[src/rtl/fifo_pkg.sv]
// ----------------------------------------------------------------------------
// fifo_pkg
// Shared definitions for the asynchronous FIFO pointer logic.
//   FIFO_ADDR_SIZE  : default RAM address width (depth = 2**FIFO_ADDR_SIZE)
//   FIFO_DATA_WIDTH : default RAM word width
//   bin2gray()      : binary -> reflected Gray code
//   gray2bin()      : reflected Gray code -> binary (XOR prefix from the MSB)
// The conversion functions work on a fixed GRAY_MAX_W-bit container. Callers
// zero-extend narrower pointers into it and truncate the result back. Both
// conversions are unaffected by leading zeros, so this gives a width-generic
// conversion for any pointer up to GRAY_MAX_W bits.
// ----------------------------------------------------------------------------
package fifo_pkg;

    localparam int FIFO_ADDR_SIZE  = 9;
    localparam int FIFO_DATA_WIDTH = 32;
    localparam int GRAY_MAX_W      = 32;

    function automatic logic [GRAY_MAX_W-1:0] bin2gray(input logic [GRAY_MAX_W-1:0] b);
        return (b >> 1) ^ b;
    endfunction

    function automatic logic [GRAY_MAX_W-1:0] gray2bin(input logic [GRAY_MAX_W-1:0] g);
        logic [GRAY_MAX_W-1:0] b;
        b[GRAY_MAX_W-1] = g[GRAY_MAX_W-1];
        for (int i = GRAY_MAX_W - 2; i >= 0; i--) begin
            b[i] = b[i+1] ^ g[i];
        end
        return b;
    endfunction

endpackage

[src/rtl/fwft_skid2.sv]
// ----------------------------------------------------------------------------
// fwft_skid2
// Two-entry FIFO used as the output skid buffer of the read side.
// The head word stays put until it is popped, so the consumer sees stable data
// while it stalls.
// Ports:
//   clk_i    : clock
//   rst_i    : synchronous active-high reset (empties the buffer)
//   push_i   : write din_i this cycle
//   din_i    : word to store
//   pop_i    : remove the head word this cycle (ignored when empty)
//   count_o  : number of stored words, 0..2
//   head_o   : oldest stored word (meaningful only when count_o != 0)
// ----------------------------------------------------------------------------
module fwft_skid2 #(
    parameter int DATA_W = 32
) (
    input  logic              clk_i,
    input  logic              rst_i,
    input  logic              push_i,
    input  logic [DATA_W-1:0] din_i,
    input  logic              pop_i,
    output logic [1:0]        count_o,
    output logic [DATA_W-1:0] head_o
);

    logic [DATA_W-1:0] slot_q [2];
    logic              wr_idx_q, wr_idx_d;
    logic              rd_idx_q, rd_idx_d;
    logic [1:0]        count_q, count_d;
    logic              do_push, do_pop;

    assign do_pop  = pop_i & (count_q != 2'd0);
    // A push into a full buffer is only legal if the head leaves at the same time.
    assign do_push = push_i & ((count_q != 2'd2) | do_pop);

    always_comb begin
        wr_idx_d = wr_idx_q;
        rd_idx_d = rd_idx_q;
        count_d  = count_q;
        if (do_push) begin
            wr_idx_d = ~wr_idx_q;
        end
        if (do_pop) begin
            rd_idx_d = ~rd_idx_q;
        end
        case ({do_push, do_pop})
            2'b10:   count_d = count_q + 2'd1;
            2'b01:   count_d = count_q - 2'd1;
            default: count_d = count_q;
        endcase
    end

    always_ff @(posedge clk_i) begin
        if (rst_i) begin
            wr_idx_q <= 1'b0;
            rd_idx_q <= 1'b0;
            count_q  <= 2'd0;
        end else begin
            wr_idx_q <= wr_idx_d;
            rd_idx_q <= rd_idx_d;
            count_q  <= count_d;
        end
    end

    // Storage carries no reset; validity is tracked by count_q alone.
    always_ff @(posedge clk_i) begin
        if (do_push) begin
            slot_q[wr_idx_q] <= din_i;
        end
    end

    assign count_o = count_q;
    assign head_o  = slot_q[rd_idx_q];

endmodule

[src/rtl/readptr_empty_fwft.sv]
// ----------------------------------------------------------------------------
// readptr_empty_fwft
// Read-domain control of the asynchronous FIFO. Keeps the read binary/Gray
// pointers, the registered empty flag and fill level, fetches words from the
// dual-port RAM (1-cycle synchronous read) into a 2-entry skid buffer, and
// presents them first-word-fall-through over valid/ready.
// Ports:
//   r_clk, r_rst    : read clock, synchronous active-high reset
//   rq2_wptr        : write Gray pointer already synchronised into r_clk
//   raddr, r_fetch  : RAM read address / read enable
//   mem_rdata       : RAM data, valid the cycle after r_fetch
//   r_ptr           : registered read Gray pointer, sent to the write domain
//   r_empty         : no unfetched words in the RAM
//   r_level         : count of unfetched RAM words
//   r_almost_empty  : r_level <= Ae_thresh
//   r_valid, r_data : head-of-FIFO word and its valid flag
//   r_ready         : consumer takes r_data when r_valid & r_ready
// Addr_size must not exceed GRAY_MAX_W-1.
// ----------------------------------------------------------------------------
module readptr_empty_fwft
    import fifo_pkg::*;
#(
    parameter int Addr_size  = FIFO_ADDR_SIZE,
    parameter int Data_width = FIFO_DATA_WIDTH,
    parameter int Ae_thresh  = 4
) (
    input  logic                  r_clk,
    input  logic                  r_rst,
    input  logic [Addr_size:0]    rq2_wptr,
    output logic [Addr_size-1:0]  raddr,
    output logic                  r_fetch,
    input  logic [Data_width-1:0] mem_rdata,
    output logic [Addr_size:0]    r_ptr,
    output logic                  r_empty,
    output logic [Addr_size:0]    r_level,
    output logic                  r_almost_empty,
    output logic                  r_valid,
    output logic [Data_width-1:0] r_data,
    input  logic                  r_ready
);

    localparam int            PW     = Addr_size + 1;
    localparam logic [PW-1:0] AE_LIM = PW'(Ae_thresh);

    logic [PW-1:0]         rbin_q, rbin_d;
    logic [PW-1:0]         rptr_q, rptr_d;
    logic [PW-1:0]         level_q, level_d;
    logic [PW-1:0]         wbin_s;
    logic                  empty_q, empty_d;
    logic                  ae_q, ae_d;
    logic                  inflight_q;
    logic                  pop;
    logic [1:0]            skid_count;
    logic [2:0]            occupancy;
    logic [Data_width-1:0] skid_head;

    assign pop = r_valid & r_ready;

    // Words that will sit in the skid next cycle if nothing new is fetched.
    // Fetching only while this is below 2 guarantees the skid never overflows.
    assign occupancy = {1'b0, skid_count} + {2'b00, inflight_q} - {2'b00, pop};
    assign r_fetch   = ~empty_q & (occupancy < 3'd2);

    assign rbin_d  = rbin_q + {{Addr_size{1'b0}}, r_fetch};
    assign rptr_d  = PW'(bin2gray(32'(rbin_d)));
    assign wbin_s  = PW'(gray2bin(32'(rq2_wptr)));
    // Modulo-2**PW difference; the extra pointer bit keeps "full" (= depth)
    // distinct from "empty" (= 0).
    assign level_d = wbin_s - rbin_d;
    assign empty_d = (rptr_d == rq2_wptr);
    assign ae_d    = (level_d <= AE_LIM);

    always_ff @(posedge r_clk) begin
        if (r_rst) begin
            rbin_q     <= '0;
            rptr_q     <= '0;
            empty_q    <= 1'b1;
            level_q    <= '0;
            ae_q       <= 1'b1;
            inflight_q <= 1'b0;
        end else begin
            rbin_q     <= rbin_d;
            rptr_q     <= rptr_d;
            empty_q    <= empty_d;
            level_q    <= level_d;
            ae_q       <= ae_d;
            inflight_q <= r_fetch;
        end
    end

    // RAM data returning for a fetch issued before reset is dropped because
    // inflight_q is cleared by reset.
    fwft_skid2 #(
        .DATA_W (Data_width)
    ) u_skid (
        .clk_i   (r_clk),
        .rst_i   (r_rst),
        .push_i  (inflight_q),
        .din_i   (mem_rdata),
        .pop_i   (pop),
        .count_o (skid_count),
        .head_o  (skid_head)
    );

    assign raddr          = rbin_q[Addr_size-1:0];
    assign r_ptr          = rptr_q;
    assign r_empty        = empty_q;
    assign r_level        = level_q;
    assign r_almost_empty = ae_q;
    assign r_valid        = (skid_count != 2'd0);
    assign r_data         = skid_head;

endmodule

[config.mk]
export PLATFORM = sky130hd
export DESIGN_NAME = readptr_empty_fwft
export DESIGN_NICKNAME = d
export VERILOG_FILES = /design/src/rtl/fifo_pkg.sv /design/src/rtl/fwft_skid2.sv /design/src/rtl/readptr_empty_fwft.sv
export SDC_FILE = /design/constraint.sdc
export NUM_CORES = 1
export LEC_CHECK = 0
export CAP_MARGIN = 20
export CORE_UTILIZATION = 30
export CTS_CLUSTER_DIAMETER = 40
export DETAILED_ROUTE_END_ITERATION = 8
export PLACE_DENSITY = 0.59
export SLEW_MARGIN = 20
export SYNTH_ARGS = -nofsm -noshare
export SYNTH_HDL_FRONTEND = slang
export SYNTH_SLANG_ARGS = --single-unit
[constraint.sdc]
create_clock -name r_clk -period 6 [get_ports r_clk]
set_input_delay 0.6 -clock r_clk [delete_from_list [all_inputs] [get_ports r_clk]]
set_output_delay 0.6 -clock r_clk [all_outputs]
set_load 0.05 [all_outputs]
# ---- Word level (Yosys, flattened, before mapping)
# Memories as Yosys holds them, arrays and structs flattened. A register that Yosys moved wholly into a read port is not among the register bits.
# Index checks and enable logic that the tools add are counted.
dict set report classes {
  addsub 6
  magnitude_cmp 2
  eq_ne 4
  n_mux 5
  bitwise 18
  n_reduce_logical 2
}
# operator count
set op_table {}
lappend op_table {{$add 10x1->10} 1}
lappend op_table {{$eq 10x10->1} 1}
lappend op_table {{$le 10x3->1 const B} 1}
lappend op_table {{$sub 10x10->10} 1}
lappend op_table {{$xor 9x10->10} 1}
lappend op_table {{$xor 1x1->1} 9}
lappend op_table {{$and 1x1->1} 4}
lappend op_table {{$mux 1} 4}
lappend op_table {{$pmux 2 s2} 1}
lappend op_table {{$reduce_bool 2->1} 2}
lappend op_table {{$add 2x1->3} 1}
lappend op_table {{$lt 3x2->1 const B} 1}
lappend op_table {{$not 1->1} 3}
lappend op_table {{$sub 3x1->3} 1}
lappend op_table {{$add 2x1->2 const B} 1}
lappend op_table {{$eq 2x1->1 const B} 1}
lappend op_table {{$eq 2x2->1 const B} 1}
lappend op_table {{$ne 2x2->1 const B} 1}
lappend op_table {{$sub 2x1->2 const B} 1}
lappend op_table {{$or 1x1->1} 1}
dict set report word_totals {
  register_bits 37
  mem_bits_rw 64
  inputBits 45
  output_inout_bits 65
  elab_cells 47
  memories 1
}
# memory depth width rd rd_ports_with_merged_regs wr line_no
set memory_table {}
lappend memory_table {u_skid.slot_q 2 32 1 1 1 fwft_skid2.sv:27} ;# logic [DATA_W-1:0] slot_q [2];

# ---- Logic depth before layout (Yosys ltp)
dict set report logic_depth {
  word_depth 11
  mapped_depth 19
  ltp_nobuf 19
}

# ---- Hierarchy
# From an unflattened synthesis, not the netlist that was laid out.
dict set report hier_totals {
  cells_unflattened 345
  area_unflattened_um2 4495.6
}
# mod n_inst cells_each area_each_um2 seq_area_each_um2
set by_module_without_submodules {}
lappend by_module_without_submodules {fwft_skid2 1 128 2547.4 2021.9}
lappend by_module_without_submodules {readptr_empty_fwft 1 217 1948.1 640.6}

# ---- Least setup slack after synthesis
# Ideal clock, no wire load.
dict set report synth_path {
  kind {flip-flop to flip-flop}
  start {reg u_skid.count_q[1] (netlist: u_skid.count_o[1])}
  end {reg ae_q (netlist: r_almost_empty)}
  setup_time_ns 0.134
  t_arrival_ns 5.923
  required_ns 5.866
  path_slack_ns -0.057
  path_stages_with_launch 19
  period_less_slack_ns 6.057
  cell_sequence {dfxtp_1 > or2_2 > and2_1 > ha_1 > nand2b_1 > fa_1 > xor2_1 > nor3b_1 > ha_1 > and4_1 > nand2_1 > xor2_1 > ha_1 > a21o_1 > a21o_2 > nor3_1 > nor2_1 > nor4bb_1 > o41ai_2}
}
dict set report synth_via {
  elab_chain_cells 8
  word_cells_on_any_way 9
  classes_between {4 x add/sub; 2 x order compare; 2 x bitwise; 1 x reduce/logical}
}
# element line_no
set synth_rtl {}
lappend synth_rtl {{from (decl)} fwft_skid2.sv:30} ;# logic [1:0] count_q, count_d;
lappend synth_rtl {{from (signal assigned)} fwft_skid2.sv:62} ;# count_q <= count_d;
lappend synth_rtl {{$reduce_bool 2->1} readptr_empty_fwft.sv:110} ;# assign r_valid = (skid_count != 2'd0);
lappend synth_rtl {{net r_valid} readptr_empty_fwft.sv:37} ;# output logic r_valid,
lappend synth_rtl {{$and 1x1->1} readptr_empty_fwft.sv:57} ;# assign pop = r_valid & r_ready;
lappend synth_rtl {{$sub 3x1->3} readptr_empty_fwft.sv:61} ;# assign occupancy = {1'b0, skid_count} + {2'b00, inflight_q} - {2'b00, pop};
lappend synth_rtl {{$lt 3x2->1} readptr_empty_fwft.sv:62} ;# assign r_fetch = ~empty_q & (occupancy < 3'd2);
lappend synth_rtl {{$and 1x1->1} readptr_empty_fwft.sv:62}
lappend synth_rtl {{net r_fetch} readptr_empty_fwft.sv:31} ;# output logic r_fetch,
lappend synth_rtl {{$add 10x1->10} readptr_empty_fwft.sv:64} ;# assign rbin_d = rbin_q + {{Addr_size{1'b0}}, r_fetch};
lappend synth_rtl {{$sub 10x10->10} readptr_empty_fwft.sv:69} ;# assign level_d = wbin_s - rbin_d;
lappend synth_rtl {{$le 10x3->1} readptr_empty_fwft.sv:71} ;# assign ae_d = (level_d <= AE_LIM);
lappend synth_rtl {{to (signal assigned)} readptr_empty_fwft.sv:79} ;# ae_q <= 1'b1;
lappend synth_rtl {{to (signal assigned)} readptr_empty_fwft.sv:86} ;# ae_q <= ae_d;
lappend synth_rtl {{to (decl)} readptr_empty_fwft.sv:50} ;# logic ae_q, ae_d;
# The timed path passes the listed nets, and every way through them passes these cells.
# A chain may end at the register's enable or synchronous reset.

# ---- Worst setup path after layout
dict set report layout_path {
  start {reg u_skid.count_q[1] (netlist: u_skid.count_o[1])}
  end {reg ae_q (netlist: r_almost_empty)}
}
dict set report layout_via {
  elab_chain_cells 8
  word_cells_on_any_way 9
  classes_between {4 x add/sub; 2 x order compare; 2 x bitwise; 1 x reduce/logical}
}
# element line_no
set layout_rtl {}
lappend layout_rtl {{parallel branches: the longest is 2 deep, another holds $add 2x1->3} n/a}
lappend layout_rtl {{$sub 3x1->3 *} readptr_empty_fwft.sv:61}
lappend layout_rtl {{$lt 3x2->1 *} readptr_empty_fwft.sv:62}
lappend layout_rtl {{$and 1x1->1 *} readptr_empty_fwft.sv:62}
lappend layout_rtl {{$add 10x1->10 *} readptr_empty_fwft.sv:64}
lappend layout_rtl {{$sub 10x10->10 *} readptr_empty_fwft.sv:69}
lappend layout_rtl {{$le 10x3->1 *} readptr_empty_fwft.sv:71}
# Every way passes the cells marked *.

==> metrics.cfg <==
[finish]
fin_util_pct=41.83
n_antenna_cell=0
layout.area.seq_sq_um=2663
area_growth_pct=35.43
finalNonFillerCells=647
drive_gt1_share_pct=14.25
filler_cell_count=1344
fin_nets=517
multi_input_area_sq_um=1780

[yosys]
synth_edf_count=64
synth_nets=403
ys.flop_type=edfxtp_1
synth_top_cell_area_share_pct=42.65
synth_cells=344
synth_top_area_cell=edfxtp_1
yosysMostFrequentCell=edfxtp_1
ys_ff_latch=101
synth_top_cells_by_count=64 x edfxtp_1, 40 x nor2_1, 37 x dfxtp_1
postSynthAreaPerCell_sq_um=13.10
synthTopCellsByArea=edfxtp_1 43%, dfxtp_1 16%, mux2_2 8.0%, xnor2_1 5.2%, ha_1 3.3%
syn_area_sq_um=4506
synth.distinct_cells=54
yosysWarnings=0
ys_seq_area_share_pct=59.09
async_flop_share_pct=0

[routing]
ant_nets=0
wl_per_cell_microns=15.40
drc=0
wirelength_mm=9.963
dr.pass1.iters=4
via_count=3061
drt_iter0_drc=160
viasPerCell=4.731

[die]
initial_utilization_pct=30.88
dieArea_sq_um=15510
die_y_microns=124.6
rows=44
io-pin-count=110
die_w_microns=124.6
core_area_sq_um=14590

[clock_network]
clock_sinks=101
post-cts-setup-buffers=0
cts_buffer_depth=2
cts_buffers=9
cts_root_buffer=clkbuf_16
post_cts_resized=0
cts_htree_levels=3
ctsHoldBuffers=0
clk_pin_slew_ns=0.07
clk_latency_ns=0.34
cts_tree=yes

[power]
internal-power_mw=1.661
p_clk_share_pct=19.1
leakage_nw=2.165
power-per-cell-area_nw_per_um2=458.3
vdd_drop_max_uv=219.9
comb_power_share_pct=47.8
switching_share_pct=40.62
p_seq_share_pct=33.1
p_switching_mw=1.136

[worst_hold_path]
hold_path_depth=2
hp-start=u_skid.rd_idx_q
hp-class=reg2reg

[outcome]
status=completed

[setup_path]
worstReg2RegStart=u_skid.count_o[1]
worstPathCellList=or2_2 > and2_1 > ha_1 > nand2b_1 > fa_1 > xor2_1 > nor3b_2 > ha_1 > and4_1 > nand2_1 > xor2_1 > ha_1 > a21o_1 > a21o_2 > nor3_1 > nor2_1 > nor4bb_1 > o41ai_2
worst_setup_path_start_kind=register
path_delay_family=simple AND/OR/NAND/NOR gates
r2r-end=r_almost_empty
crit_slowest_cell=nor4bb_1
rr_worst_depth=18
cp_num_buf_inv=0
cp_max_fo=6
arrival_ns=5.38
critPathRequiredTime_ns=6.21
reg2reg_slack_ns=0.83
end_kind=register
path_common_cell=ha_1
cpPeakStageDelay_ns=0.46
worst-setup-path-type=reg2reg

[timing]
finalHoldViolCount=0
max_slew.worst_pin.slew_ns=0.9693
setup_viol=0
fin_ws_ns=0.8320
fmax_mhz=193.5
finClkSkew_ns=0.005544
finalCritPeriodShare_pct=86.13
relSlewSlack_pct=35.23
rsz0062_at_grt=false
layout_min_cycle_time_ns=5.168
tns_ns=0
slew_viol_final=0

[grt]
grt_max_degree=34
grt_first_pass_wirelength_mm=16.03
grt_pass1_vias=3186
overflow=0
gr-usage-all-layers_pct=13.39
antenna_found_initial=0

[flow_run]
max_cap_violations=0

[placed_design]
dpl_worst_slack_ns=0.4779
dp_cells=631
place_congestion=0.7898
port_buffers=109
hpwl_mm=7.024

-- stage by stage --
stage                     hold WS (ns)  area (sq um)  power, mW
after floorplan                 0.4813          4511      1.886
after global placement          0.5006          5832      2.277
after detailed placement        0.4987          5832      2.287
after CTS                       0.5262          6102      2.846
after global routing            0.5720          6102      2.949
final                           0.5244          6102      2.797
-- per-layer routing --
layer	GRT usage (%)	vias to the layer above	share of wire, %
met5	0	-	0
met4	3.473	0	1.4
met3	5.069	14	7.0
met2	21.90	114	46
met1	16.51	1462	45
li1	-	1471	-
-- power groups by stage --
stage	Clock, mW	Sequential [mW]	Combinational, mW
final	0.535	0.925	1.34
after global routing	0.584	0.939	1.43
after CTS	0.564	0.927	1.35
after detailed placement	0	0.940	1.35
after global placement	0	0.936	1.34
after floorplan	0	1.05	0.839
-- worst min-delay path, stage by stage, from the launching register on --
cell and delay (ns):
dfxtp_1 0.33, xnor2_1 0.09, nor2_1 0.07
-- cells in the final DEF (no fill, tap or decap), types with 6 or more instances in the layout --
cell	instances
clkdlybuf4s50_1	109
edfxtp_1	64
nor2_1	38
dfxtp_1	37
mux2_2	32
xnor2_1	27
xor2_1	16
inv_1	12
ha_1	12
a21oi_1	9
clkbuf_16	9
nand2_1	8
and2_1	6
nand3_1	6
-- state kept, by name (all words and copies together) (netlist names), named ones only --
name,flops
inflight_q,1
rbin_q,10
u_skid.rd_idx_q,1
r_ptr,9
r_empty,1
u_skid.wr_idx_q,1
u_skid.count_o,2
r_almost_empty,1
u_skid.slot_q,64
r_level,10
-- cell type report --
cell class	instances	area share (%)
Clock buffer	11	3.814
Clock inverter	5	0.6151
Inverter	12	0.7382
Multi-Input combinational cell	222	29.18
Sequential cell	101	43.63
Tap cell	184	3.773
Timing Repair Buffer	112	18.25
-- logic make-up (layout without fill, tap and decap cells) --
family	count (synthesis)	count (layout)	share of synthesized area (%)
flops	101	101	59.09
simple gates	90	90	9.997
xor+xnor	46	46	10.05
compound gates	39	39	6.554
mux	32	32	7.998
buf+inv	21	140	1.833
fa+ha+maj	15	15	4.471
-- how the worst max path moves through the flow --
stage                            startpoint              to  slack (ns)  cells past startpoint
after floorplan           u_skid.count_o[1]  r_almost_empty        0.53                     18
after global placement              r_ready  r_almost_empty        0.72                     18
after detailed placement            r_ready  r_almost_empty        0.48                     18
after CTS                 u_skid.count_o[1]  r_almost_empty        0.82                     18
after global routing      u_skid.count_o[1]  r_almost_empty        0.45                     18
final                     u_skid.count_o[1]  r_almost_empty        0.83                     18
Note: power is estimated with default switching activity, not from simulation.
==> patch: new RTL, same settings <==
Reset style: asynchronous (`r_rst` and `rst_i`), changed in 2 clocked blocks. Comments in the files are not updated.
--- a/src/rtl/fwft_skid2.sv
+++ b/src/rtl/fwft_skid2.sv
@@ -53,3 +53,3 @@
 
-    always_ff @(posedge clk_i) begin
+    always_ff @(posedge clk_i or posedge rst_i) begin
         if (rst_i) begin
--- a/src/rtl/readptr_empty_fwft.sv
+++ b/src/rtl/readptr_empty_fwft.sv
@@ -72,3 +72,3 @@
 
-    always_ff @(posedge r_clk) begin
+    always_ff @(posedge r_clk or posedge r_rst) begin
         if (r_rst) begin
Function: differs if r_rst is asserted again (counterexample within 4 cycles, from zero or initial values and one cycle with r_rst high); with r_rst held inactive, the same outputs for 10 cycles.
==> patch against the unedited design <==
  * Die area down 1.8%
  * Routed wire length down 5.0%
  * Critical path depth up 1
  * Register-to-register slack better by 0.20 ns
  * Sequential cell count down 1
  * Clock power up 18%
  * Non-clock buffer count up 1
  * Cell area about the same
  * Highest routed layer unchanged
  * Count of clock-buffer cells in the layout down 2
  * Combinational power up 50%
  * Total power up 31%
  * Area after synthesis down 1.8%
  * Largest cell class unchanged
  * Worst setup slack better by 0.14 ns
==> patch: results (changes against the unedited design) <==
Outcome: completed (unchanged). The post-synthesis net count came to 348 (was 403). The flop and latch count out of synthesis came out at 100 (was 101). Commonest cells post-synth: sky130_fd_sc_hd__edfxtp_1 (64), sky130_fd_sc_hd__dfrtp_1 (34), sky130_fd_sc_hd__mux2_2 (32) (was sky130_fd_sc_hd__edfxtp_1 (64), sky130_fd_sc_hd__nor2_1 (40), sky130_fd_sc_hd__dfxtp_1 (37)). The total routed wire length on the met1 layer came to 4028 µm (was 4509 µm). The worst reg-to-reg setup slack is 1.03 ns (was 0.83 ns). The static power due to leakage came out at 2.288 nW (was 2.165 nW). The largest net degree at the start of global routing came out at 37 (was 34).

The arrival time of data at the critical path endpoint is 5.30 ns (was 5.38 ns). The combinational-cell power consumption is 2.01 mW (was 1.34 mW). The sequential share of cell area came to 0.4629 (was 0.4363).

The clock distribution area overhead in the final layout is 0.05310 (was 0.04429). The portion of the post-synthesis area used by sequential elements is 0.6388 (was 0.5909). The area taken by multi-input logic gates came out at 1546 µm² (was 1780 µm²).

The fraction of power spent switching nets came out at 0.4382 (was 0.4062). The capturing element of the worst setup path was r_almost_empty$_DFF_PP1_ (was r_almost_empty$_SDFF_PP1_). The clock skew after layout came to 0.003936 ns (was 0.005544 ns). Most area-consuming cells after synthesis: sky130_fd_sc_hd__edfxtp_1 (43%), sky130_fd_sc_hd__dfrtp_1 (19%), sky130_fd_sc_hd__mux2_2 (8.1%), sky130_fd_sc_hd__xnor2_1 (5.1%), sky130_fd_sc_hd__xor2_1 (4.6%) (was sky130_fd_sc_hd__edfxtp_1 (43%), sky130_fd_sc_hd__dfxtp_1 (16%), sky130_fd_sc_hd__mux2_2 (8.0%), sky130_fd_sc_hd__xnor2_1 (5.2%), sky130_fd_sc_hd__ha_1 (3.3%)).

The clock network power share is 0.172 (was 0.191). The number of non-filler instances in the completed layout is 598 (was 647). The via density per instance is 4.559 (was 4.731).

The cell internal power dissipation is 2.060 mW (was 1.661 mW). The global routing met3 resource utilization was 0.03321 (was 0.05069). The met2 routing resource usage after global routing came to 0.2144 (was 0.2190). The cell count of the worst hold path is 1 (was 2).

The detailed route wirelength on metal2 was 4466 µm (was 4613 µm). The via count of the first global-routing pass was 2854 (was 3186). The met1 layer usage reported by global route came out at 0.1549 (was 0.1651). The critical path's largest stage delay is 0.54 ns (was 0.46 ns). The launching instance or port of the critical path is r_ready (was u_skid.count_o[1]$_SDFFE_PP0P_).
[patch: cell count changes in the layout (fill, tap and decap cells not counted), sizes merged, moves of 4 or more]
cell | unedited run | this run
inv | 13 | 17
xor2 | 16 | 23
nand2 | 8 | 3
dfrtp | 0 | 34
a21oi | 9 | 5
dfxtp | 37 | 0
and2 | 6 | 2
nor2 | 40 | 9
[patch: cells by family (layout without fill, tap and decap cells)]
| group | count (synthesis) | after routing | synth area share |
|---|---|---|---|
| AO/OA/AOI/OAI | 25 | 25 | 0.03988 |
| XOR/XNOR | 53 | 53 | 0.1188 |
| adder cells (fa/ha/maj) | 16 | 16 | 0.04781 |
| buffers and inverters | 19 | 144 | 0.01612 |
| flip-flops | 100 | 100 | 0.6388 |
| multiplexers | 32 | 32 | 0.08147 |
| AND/OR/NAND/NOR | 44 | 44 | 0.05714 |
